File: config.mk
export PLATFORM = sky130hd
export DESIGN_NAME = cpu_run_ctrl
export DESIGN_NICKNAME = d
export VERILOG_FILES = /design/src/rtl/cpu_run_ctrl.sv
export SDC_FILE = /design/constraint.sdc
export NUM_CORES = 1
export LEC_CHECK = 0
export ABC_AREA = 1
export BUFFER_PORTS_ARGS = -buffer_cell sky130_fd_sc_hd__buf_2
export CAP_MARGIN = 5
export CORE_UTILIZATION = 25
export CTS_CLUSTER_SIZE = 10
export DETAILED_ROUTE_END_ITERATION = 8
export MAX_ROUTING_LAYER = met4
export PLACE_DENSITY = 0.5
export SETUP_SLACK_MARGIN = 0.02
export SLEW_MARGIN = 20
export SYNTH_ARGS = -nofsm -noshare
export SYNTH_HDL_FRONTEND = slang
export SYNTH_SLANG_ARGS = --single-unit
File: constraint.sdc
create_clock -name clk -period 1.3 [get_ports clk]
set_input_delay 0.325 -clock clk [delete_from_list [all_inputs] [get_ports clk]]
set_output_delay 0.325 -clock clk [all_outputs]
set_load 0.01 [all_outputs]
File: src/rtl/cpu_run_ctrl.sv
// Run controller: hands the single-port data memory to the host or the CPU and sequences
// start / halt / timeout / abort for each run. Status is registered; ownership mux is combinational.
module cpu_run_ctrl #(
   parameter int AW         = 8,
   parameter int DW         = 8,
   parameter int CNT_W      = 16,
   parameter int MAX_CYCLES = 4096
) (
   input  logic             clk,
   input  logic             reset,
   input  logic             go,
   input  logic             abort,
   input  logic             host_req,
   input  logic             host_we,
   input  logic [AW-1:0]    host_addr,
   input  logic [DW-1:0]    host_wdata,
   output logic             host_gnt,
   output logic [DW-1:0]    host_rdata,
   output logic             cpu_start,
   input  logic             cpu_halt,
   input  logic             cpu_mem_we,
   input  logic [AW-1:0]    cpu_mem_addr,
   input  logic [DW-1:0]    cpu_mem_wdata,
   output logic [DW-1:0]    cpu_mem_rdata,
   output logic             mem_we,
   output logic [AW-1:0]    mem_addr,
   output logic [DW-1:0]    mem_wdata,
   input  logic [DW-1:0]    mem_rdata,
   output logic             busy,
   output logic             done,
   output logic             timeout,
   output logic [CNT_W-1:0] cycle_count
);

   typedef enum logic [2:0] {
      S_IDLE,
      S_START,
      S_RUN,
      S_DONE,
      S_TIMEOUT
   } state_t;

   // Count seen during the last allowed RUN cycle (count lags the cycle index by one).
   localparam logic [CNT_W-1:0] LAST_CNT = CNT_W'(MAX_CYCLES - 1);
   localparam logic [CNT_W-1:0] CNT_ONE  = CNT_W'(1);

   state_t           state_q, state_d;
   logic             done_q, done_d;
   logic             timeout_q, timeout_d;
   logic [CNT_W-1:0] cnt_q, cnt_d;

   always_ff @(posedge clk or posedge reset) begin
      if (reset) begin
         state_q   <= S_IDLE;
         done_q    <= 1'b0;
         timeout_q <= 1'b0;
         cnt_q     <= '0;
      end else begin
         state_q   <= state_d;
         done_q    <= done_d;
         timeout_q <= timeout_d;
         cnt_q     <= cnt_d;
      end
   end

   always_comb begin
      state_d   = state_q;
      done_d    = done_q;
      timeout_d = timeout_q;
      cnt_d     = cnt_q;
      case (state_q)
         S_IDLE, S_DONE, S_TIMEOUT: begin
            if (go) begin
               state_d   = S_START;
               done_d    = 1'b0;
               timeout_d = 1'b0;
               cnt_d     = '0;
            end
         end
         // A halt level left over from the previous run must not end this one here.
         S_START: state_d = S_RUN;
         S_RUN: begin
            cnt_d = cnt_q + CNT_ONE;
            if (cpu_halt) begin
               state_d = S_DONE;
               done_d  = 1'b1;
            end else if (cnt_q == LAST_CNT) begin
               state_d   = S_TIMEOUT;
               timeout_d = 1'b1;
            end else if (abort) begin
               state_d = S_IDLE;
            end
         end
         default: state_d = S_IDLE;
      endcase
   end

   logic host_own;

   always_comb begin
      busy      = (state_q == S_START) || (state_q == S_RUN);
      cpu_start = (state_q == S_START);
      host_own  = !busy;
      host_gnt  = host_own && host_req;
      if (host_own) begin
         mem_we    = host_req && host_we;
         mem_addr  = host_addr;
         mem_wdata = host_wdata;
      end else begin
         // The CPU only sees the start pulse in START, so its write port is held off there.
         mem_we    = (state_q == S_RUN) && cpu_mem_we;
         mem_addr  = cpu_mem_addr;
         mem_wdata = cpu_mem_wdata;
      end
   end

   assign host_rdata    = mem_rdata;
   assign cpu_mem_rdata = mem_rdata;
   assign done          = done_q;
   assign timeout       = timeout_q;
   assign cycle_count   = cnt_q;

endmodule

==> results of run 1 <==
-- logic make-up after synthesis --
family	Yosys count
compound gates	12
xor+xnor	1
fa+ha+maj	1
buf+inv	51
flops	21
simple gates	162
-- per-layer routing --
layer	vias to the layer above	track usage
li1	926	-
met1	797	0.180
met3	4	0.0275
met4	0	0.0333
met5	-	-
met2	34	0.239
-- worst paths after layout --
kind	endpoint	slack (ns)	cells after the start
max	mem_addr[4]	-0.41	8
min	cycle_count[1]	0.08	3
max reg2reg	cycle_count[14]	-0.19	11
min reg2reg	done	0.49	1
max in group asynchronous	cycle_count[2]	0.98	3
min in group clk	timeout	0.42	4
-- power by group --
part	switching [mW]	total, mW	internal, mW
combinational	1.64	3.04	1.41
clock	0.229	0.443	0.214
sequential	0.106	0.854	0.749
-- critical path: stages (launching register included) --
cell and delay (ns):
dfrtp_1 0.42, inv_2 0.06, nand2_2 0.07, nand2_4 0.09, nand2_8 0.07, buf_12 0.15, nand2_1 0.07, nand2_2 0.05
buf_2 0.13
-- what timing repair did --
item | in CTS | in global routing
gates resized for setup | 24 | 12
setup endpoints to repair | 36 | 49
setup buffers | 9 | 5
pin swaps | 6 | 3
cloned | 1 | 0
-- registers in the layout (all words and copies together) (netlist names) --
signal and flops:
cycle_count 16, state_q 3, done 1, timeout 1
-- layout make-up --
class	instances	share of cell area
flip-flops and latches	21	0.218
inverters	30	0.0507
repair inverters	1	0.00259
clock inverters	1	0.00207
clock buffers	3	0.0171
repair buffers	109	0.299
well taps	75	0.0388
multi-input cells	176	0.371
-- stage by stage --
step / worst slack, ns / TNS (ns) / hold slack [ns] / power, mW
finish: -0.411 / -9.15 / 0.0791 / 4.34
global route: -0.495 / -12.77 / 0.0966 / 4.74
CTS: -0.410 / -8.63 / 0.0864 / 4.25
detailed placement: -0.139 / -1.83 / 0.379 / 3.28
global placement: -0.121 / -1.63 / 0.374 / 3.25
floorplan: -0.0740 / -0.749 / 0.301 / 2.44
-- cell usage in the layout (no fill, tap or decap), types with 3 or more instances in the layout --
cell type / instances
nand3_2: 3
nor2_4: 5
buf_4: 21
buf_2: 70
inv_1: 20
nand2_1: 91
buf_6: 16
inv_2: 7
a21oi_1: 3
nor2_1: 21
o21ai_1: 5
dfrtp_1: 19
nand2_2: 18
clkbuf_8: 3
nand3_1: 15
==> flow_metrics.py, run 1 <==
metrics = {
    "logic_synthesis": {
        "synth_top_family_by_area": "simple AND/OR/NAND/NOR gates",
        "synthFlopType": "dfrtp_1",
        "synth_cells": 248,
        "synth_most_common_cell": "nand2_1",
        "synth.top_cells.by_area": "dfrtp_1, nand2_1, buf_4",
        "yosys_warnings": 0,
        "synth_area_mm2": 0.00161,
        "synth_seq_cells": 21,
        "synth_compound_area_frac": 0.0397,
        "syn-num-nets": 297,
        "synth_cell_types": 25,
        "synth_top_area_frac": 0.327,
        "synth_area_leader_cell": "dfrtp_1",
        "synth_fa_ha_area_frac": 0.00779,
        "synth_simple_gate_area_share": 0.443,
        "ys_async_sr_fraction": 1.00,
        "synthMuxAreaShare": 0,
        "synth_edf_count": 0,
        "yosys-top-cells-count": "nand2_1, inv_1, nor2_1",
        "synthXorXnorAreaFrac": 0.00545,
        "avgSynthCellArea_um2": 6.48,
        "yosysSeqAreaShare": 0.327,
    },
    "clocking": {
        "path_clk_slew_ns": 0.08,
        "cts_root_buf": "clkbuf_8",
        "hold_buffers": 0,
        "cts_buffers": 3,
        "cts_buffer_depth": 2,
        "clock-sinks": 21,
        "clk_latency_ns": 0.26,
        "htreeDepth": 1,
        "cts_tree": "done",
    },
    "run": {
        "max_cap_violations": 0,
    },
    "floorplan": {
        "initial_core_util": 0.265,
        "fp.coreArea_mm2": 0.00606,
        "dieArea_mm2": 0.00675,
        "die_x_um": 82.2,
        "die_h_um": 82.2,
        "num_rows": 28,
        "ios": 102,
    },
    "sta": {
        "layout_worst_path_cycle_share": 1.32,
        "clock_skew_ns": 0.00300,
        "setup_viol": 41,
        "rsz0062_at_grt": "true",
        "hold_viol_final": 0,
        "max_clock_freq_mhz": 585,
        "relSlewSlack": 0.809,
        "tightestPinTransition_ns": 0.287,
        "slew_viol_final": 0,
        "finalCriticalPeriod_ns": 1.71,
        "finalWorstSetupSlack_ns": -0.411,
    },
    "min_path": {
        "hold_path_class": "in2async",
    },
    "finish": {
        "nets": 391,
        "nFillCells": 658,
        "drive_above_1_share": 0.463,
        "multi_input_area_um2": 897,
        "seq_area_um2": 528,
        "area_growth_pct": 50.5,
        "fin_cells": 416,
        "antenna_cells": 0,
        "final_core_util": 0.399,
        "design_area_mm2": 0.00242,
    },
    "setup_path": {
        "critPathCaptureType": "output port",
        "timing.rr.start": "state_q[1]",
        "worstPathArrival_ns": 1.39,
        "crit_required_ns": 0.98,
        "crit_start": "state_q[1]",
        "crit_path_start_kind": "register",
        "path_class": "reg2out",
        "critPathMaxFanout": 16,
    },
    "drt": {
        "drtPass1Iterations": 4,
        "vias": 1761,
        "finalWirelength_mm": 4.69,
        "top_layer_used": "met4",
        "antenna_left": 0,
        "routed-wl-met2_mm": 2.41,
        "drtIter0Drc": 43,
        "route.met3.wl_um": 214,
        "drc_errors": 0,
        "wl_met1_mm": 2.03,
        "viasPerCell": 4.23,
        "wl_per_cell_um": 11.3,
    },
    "global_routing": {
        "grt_pass1_vias": 1616,
        "grt_first_pass_wirelength_mm": 7.29,
        "grt_start_max_net_pins": 22,
        "grt_remaining_overflow": 0,
        "groute.usage.overall": 0.144,
        "antenna_found_initial": 0,
    },
    "place": {
        "io_buffers": 77,
        "post-place-cells": 398,
        "placed_area_mm2": 0.00212,
        "dp_hpwl_mm": 3.51,
        "gp_congestion": 0.773,
    },
    "status": {
        "violations": "setup timing",
        "status": "finished with violations",
    },
    "power_and_ir_drop": {
        "powerDensity_mw_per_mm2": 1790,
        "power.leakage_nw": 1.38,
        "vdd_ir_drop_max_mv": 0.861,
    },
}
Note: power is estimated with default switching activity, not from simulation.
==> inputs of run 2 (changes only) <==
- CORE_ASPECT_RATIO: default -> 1.1
==> flow_metrics.py, run 2 (synthesis gave the netlist of run 1 again) <==
metrics = {
    "status": {
        "status": "finished with violations",
        "violations": "setup timing",
    },
    "drt": {
        "vias": 1804,
        "drtIter0Drc": 25,
        "viasPerCell": 4.25,
        "drc_errors": 0,
        "finalWirelength_mm": 4.77,
        "drtPass1Iterations": 4,
        "antenna_left": 0,
        "wl_per_cell_um": 11.3,
    },
    "floorplan": {
        "fp.coreArea_mm2": 0.00619,
        "die_x_um": 78.4,
        "ios": 102,
        "num_rows": 30,
        "dieArea_mm2": 0.00675,
        "die_h_um": 86.1,
        "initial_core_util": 0.259,
    },
    "sta": {
        "finalWorstSetupSlack_ns": -0.410,
        "clock_skew_ns": 0.00111,
        "relSlewSlack": 0.811,
        "finalCriticalPeriod_ns": 1.71,
        "rsz0062_at_grt": "true",
        "layout_worst_path_cycle_share": 1.32,
        "max_clock_freq_mhz": 585,
        "hold_viol_final": 0,
        "tightestPinTransition_ns": 0.283,
        "setup_viol": 41,
        "slew_viol_final": 0,
    },
    "power_and_ir_drop": {
        "vdd_ir_drop_max_mv": 0.872,
        "powerDensity_mw_per_mm2": 1810,
        "power.leakage_nw": 1.41,
        "power_mw": 4.59,
    },
    "setup_path": {
        "crit_chain": "inv_2, nand2_2, nand2_4, nand2_8, buf_6, nand2_2, nand2_1, buf_2",
        "critPathCaptureType": "output port",
        "worstPathArrival_ns": 1.38,
        "crit_top_cell": "nand2_2",
        "crit_required_ns": 0.98,
        "critPathMaxFanout": 5,
        "path_class": "reg2out",
        "max_stage_delay_ns": 0.44,
        "critPathSlowestCell": "dfrtp_2",
        "crit_path_start_kind": "register",
    },
    "place": {
        "dp_hpwl_mm": 3.56,
        "io_buffers": 77,
        "placed_area_mm2": 0.00218,
        "dp_slack_ns": -0.139,
        "gp_congestion": 0.801,
    },
    "clocking": {
        "clk_latency_ns": 0.26,
        "cts_tree": "done",
        "clock-sinks": 21,
        "cts_root_buf": "clkbuf_8",
        "cts_buffers": 3,
        "htreeDepth": 1,
        "cts_buffer_depth": 2,
        "hold_buffers": 0,
        "path_clk_slew_ns": 0.08,
    },
    "finish": {
        "mostFrequentLayoutCell": "nand2_1",
        "drive_above_1_share": 0.529,
        "final_core_util": 0.410,
        "largest_reg_flops": 16,
        "nets": 394,
        "design_area_mm2": 0.00254,
        "antenna_cells": 0,
        "area_growth_pct": 58.1,
        "mostFrequentLayoutCells": "nand2_1, buf_2, nand2_2",
    },
    "global_routing": {
        "antenna_found_initial": 0,
        "grt_start_max_net_pins": 22,
        "grt_remaining_overflow": 0,
        "grt_pass1_vias": 1692,
        "groute.usage.overall": 0.148,
        "grt_first_pass_wirelength_mm": 7.69,
    },
    "run": {
        "max_cap_violations": 0,
    },
    "min_path": {
        "hold_path_class": "in2async",
    },
}
-- run 2: cell count changes in the layout (fill, tap and decap cells not counted), sizes merged --
cell,previous run,this run
buf,109,112
inv,30,29
nand2,112,113
-- run 2: layout make-up --
| type | count | area (µm²) |
|---|---|---|
| clock buffers | 3 | 41.3 |
| inverters | 30 | 128 |
| fillers | 660 | 3650 |
| repair buffers | 112 | 751 |
| well taps | 80 | 100 |
| multi-input cells | 177 | 985 |
| flip-flops and latches | 21 | 531 |
| clock inverters | 1 | 5.00 |
-- run 2: path summary, 6_finish.rpt --
kind,startpoint,to,slack (ns),cells after the start
setup / recovery,state_q[1],mem_wdata[0],-0.41,8
max in group asynchronous,reset,state_q[1],0.98,3
min in group clk,cpu_halt,timeout,0.43,4
setup reg to reg,state_q[0],cycle_count[15],-0.22,10
hold / removal,reset,state_q[2],0.08,3
hold reg to reg,done,done,0.49,1
-- run 2: timing repair --
item / 4_1_cts / 5_1_grt
resized for setup: 31 / 31
setup buffers: 3 / 3
setup endpoints to repair: 36 / 49
cloned: 1 / 1
pin swaps: 4 / 7
-- run 2: worst max-delay path, delay by kind of cell (launching register included) --
family	cells	cell delay, ns
buffers and inverters	3	0.34
AND/OR/NAND/NOR	5	0.35
flip-flops	1	0.44
-- run 2: metal layers --
metal	routed length, µm	global-route usage	share of wire
met5	0	-	0
met4	78	0.0387	0.016
met3	247	0.0138	0.052
met2	2540	0.293	0.53
met1	1910	0.155	0.40
-- run 2: where the power goes --
part	leakage (nW)	total (mW)	switching, mW	internal (mW)
Clock	0.0255	0.441	0.227	0.214
Sequential	0.280	0.865	0.112	0.752
Combinational	1.11	3.28	1.76	1.52
-- run 2: metrics by stage --
stage	instances	hold WS [ns]	TNS, ns
after CTS	420	0.0864	-8.48
after global placement	412	0.381	-1.77
after global routing	424	0.111	-14.44
after detailed placement	412	0.380	-2.23
final	424	0.0809	-11.14
after floorplan	248	0.301	-0.749
==> inputs of run 3 (changes only) <==
--- a/config.mk
+++ b/config.mk
@@ -15,4 +15,5 @@
 export MAX_ROUTING_LAYER = met4
 export PLACE_DENSITY = 0.5
+export REMOVE_ABC_BUFFERS = 1
 export SETUP_SLACK_MARGIN = 0.02
 export SLEW_MARGIN = 20
==> constraint.sdc (replaced) <==
create_clock -name clk -period 1.3 [get_ports clk]
set_input_delay 0.325 -clock clk [delete_from_list [all_inputs] [get_ports clk]]
set_output_delay 0.325 -clock clk [all_outputs]
set_load 0.05 [all_outputs]
==> flow_metrics.py, run 3 (synthesis gave the netlist of run 1 again) <==
metrics = {
    "drt": {
        "routed-wl-met2_mm": 2.70,
        "viasPerCell": 4.50,
        "drtPass1Iterations": 4,
        "drtIter0Drc": 33,
        "finalWirelength_mm": 5.25,
        "wl_met1_mm": 2.07,
        "drc_errors": 0,
        "vias": 1932,
        "antenna_left": 0,
        "top_layer_used": "met4",
        "wl_per_cell_um": 12.2,
        "route.met3.wl_um": 368,
    },
    "floorplan": {
        "die_x_um": 78.4,
        "num_rows": 30,
        "initial_core_util": 0.259,
        "ios": 102,
        "dieArea_mm2": 0.00675,
        "fp.coreArea_mm2": 0.00619,
        "die_h_um": 86.1,
    },
    "clocking": {
        "htreeDepth": 1,
        "cts_buffers": 3,
        "path_clk_slew_ns": 0.09,
        "hold_buffers": 0,
        "cts_root_buf": "clkbuf_8",
        "cts_buffer_depth": 2,
        "clk_latency_ns": 0.26,
        "cts_tree": "done",
        "clock-sinks": 21,
    },
    "finish": {
        "multi_input_area_mm2": 0.00100,
        "seq_area_um2": 529,
        "nFillCells": 610,
        "antenna_cells": 0,
        "final_core_util": 0.455,
        "largest_reg_flops": 16,
        "design_area_mm2": 0.00282,
        "area_growth_pct": 75.2,
        "nets": 399,
        "mostFrequentLayoutCell": "nand2_1",
        "mostFrequentLayoutCells": "nand2_1, buf_2, buf_4, buf_6, inv_1",
        "drive_above_1_share": 0.521,
    },
    "global_routing": {
        "groute.usage.overall": 0.152,
        "grt_first_pass_wirelength_mm": 7.87,
        "grt_pass1_vias": 1799,
        "antenna_found_initial": 0,
        "grt_start_max_net_pins": 22,
        "grt_remaining_overflow": 0,
    },
    "sta": {
        "finalCriticalPeriod_ns": 1.76,
        "relSlewSlack": 0.816,
        "setup_viol": 39,
        "clock_skew_ns": 0.00572,
        "rsz0062_at_grt": "true",
        "max_clock_freq_mhz": 570,
        "finalWorstSetupSlack_ns": -0.456,
        "layout_worst_path_cycle_share": 1.35,
        "tns_ns": -8.84,
        "slew_viol_final": 0,
        "tightestPinTransition_ns": 0.276,
        "hold_viol_final": 0,
    },
    "setup_path": {
        "path_class": "reg2out",
        "crit_top_cell": "nand2_4",
        "crit_chain": "inv_2, nand2_4, nand2_4, nand2_4, inv_8, nand2_1, nand2_1, buf_6",
        "crit_family": "flip-flops",
        "critPathMaxFanout": 18,
        "crit_start": "state_q[1]",
        "crit_path_start_kind": "register",
        "crit_required_ns": 0.98,
        "critPathSlowestCell": "dfrtp_1",
        "critPathBufInv": 3,
        "worstPathArrival_ns": 1.43,
        "max_stage_delay_ns": 0.43,
        "timing.rr.start": "state_q[1]",
        "critPathCaptureType": "output port",
    },
    "place": {
        "gp_congestion": 0.800,
        "dp_hpwl_mm": 3.55,
        "io_buffers": 77,
        "placed_area_mm2": 0.00215,
    },
    "power_and_ir_drop": {
        "power_mw": 6.34,
        "power.leakage_nw": 1.51,
        "powerDensity_mw_per_mm2": 2250,
        "vdd_ir_drop_max_mv": 1.35,
    },
    "min_path": {
        "hold_path_class": "in2async",
    },
    "status": {
        "status": "finished with violations",
        "violations": "setup timing",
    },
    "run": {
        "max_cap_violations": 0,
    },
}
[run 3: per-layer routing]
metal / vias up / track usage
met4: 0 / 0.0455
met5: - / -
met3: 10 / 0.0372
li1: 946 / -
met1: 880 / 0.159
met2: 96 / 0.281
[run 3: final timing paths]
check                            endpoint  slack [ns]  cells after the start
max                           mem_addr[2]       -0.46                      8
max reg2reg                cycle_count[9]       -0.07                      9
min reg2reg                          done        0.50                      1
max in group asynchronous  cycle_count[3]        0.99                      3
min                               timeout        0.08                      3
min in group clk                  timeout        0.41                      4
[run 3: metrics by stage]
step	hold WS, ns	instances	setup WS (ns)
after floorplan	0.302	227	-0.823
after global placement	0.382	409	-0.252
after detailed placement	0.386	409	-0.265
after CTS	0.0934	419	-0.435
after global routing	0.112	429	-0.514
final	0.0772	429	-0.456
[run 3: final cells by class]
type,count,share of cell area
multi-input cells,177,0.356
well taps,80,0.0356
clock inverters,1,0.00178
repair buffers,117,0.361
flip-flops and latches,21,0.188
clock buffers,3,0.0147
inverters,30,0.0436
[run 3: power breakdown]
part	leakage, nW	internal [mW]	switching (mW)
Sequential	0.281	0.743	0.0908
Combinational	1.20	1.92	3.14
Clock	0.0255	0.214	0.234
[run 3: worst reg2reg max path: cells and delay by family, from the launching register on]
family | cells | cell delay [ns]
AND/OR/NAND/NOR | 5 | 0.45
flip-flops | 1 | 0.42
buffers and inverters | 3 | 0.35
AO/OA/AOI/OAI | 1 | 0.06
[run 3: timing repair]
action,4_1_cts,5_1_grt
endpoints found under the setup margin,48,55
gates cloned,1,0
pin swaps,9,13
resized for setup,103,46
setup buffers,6,10
hold endpoints to repair,0,0
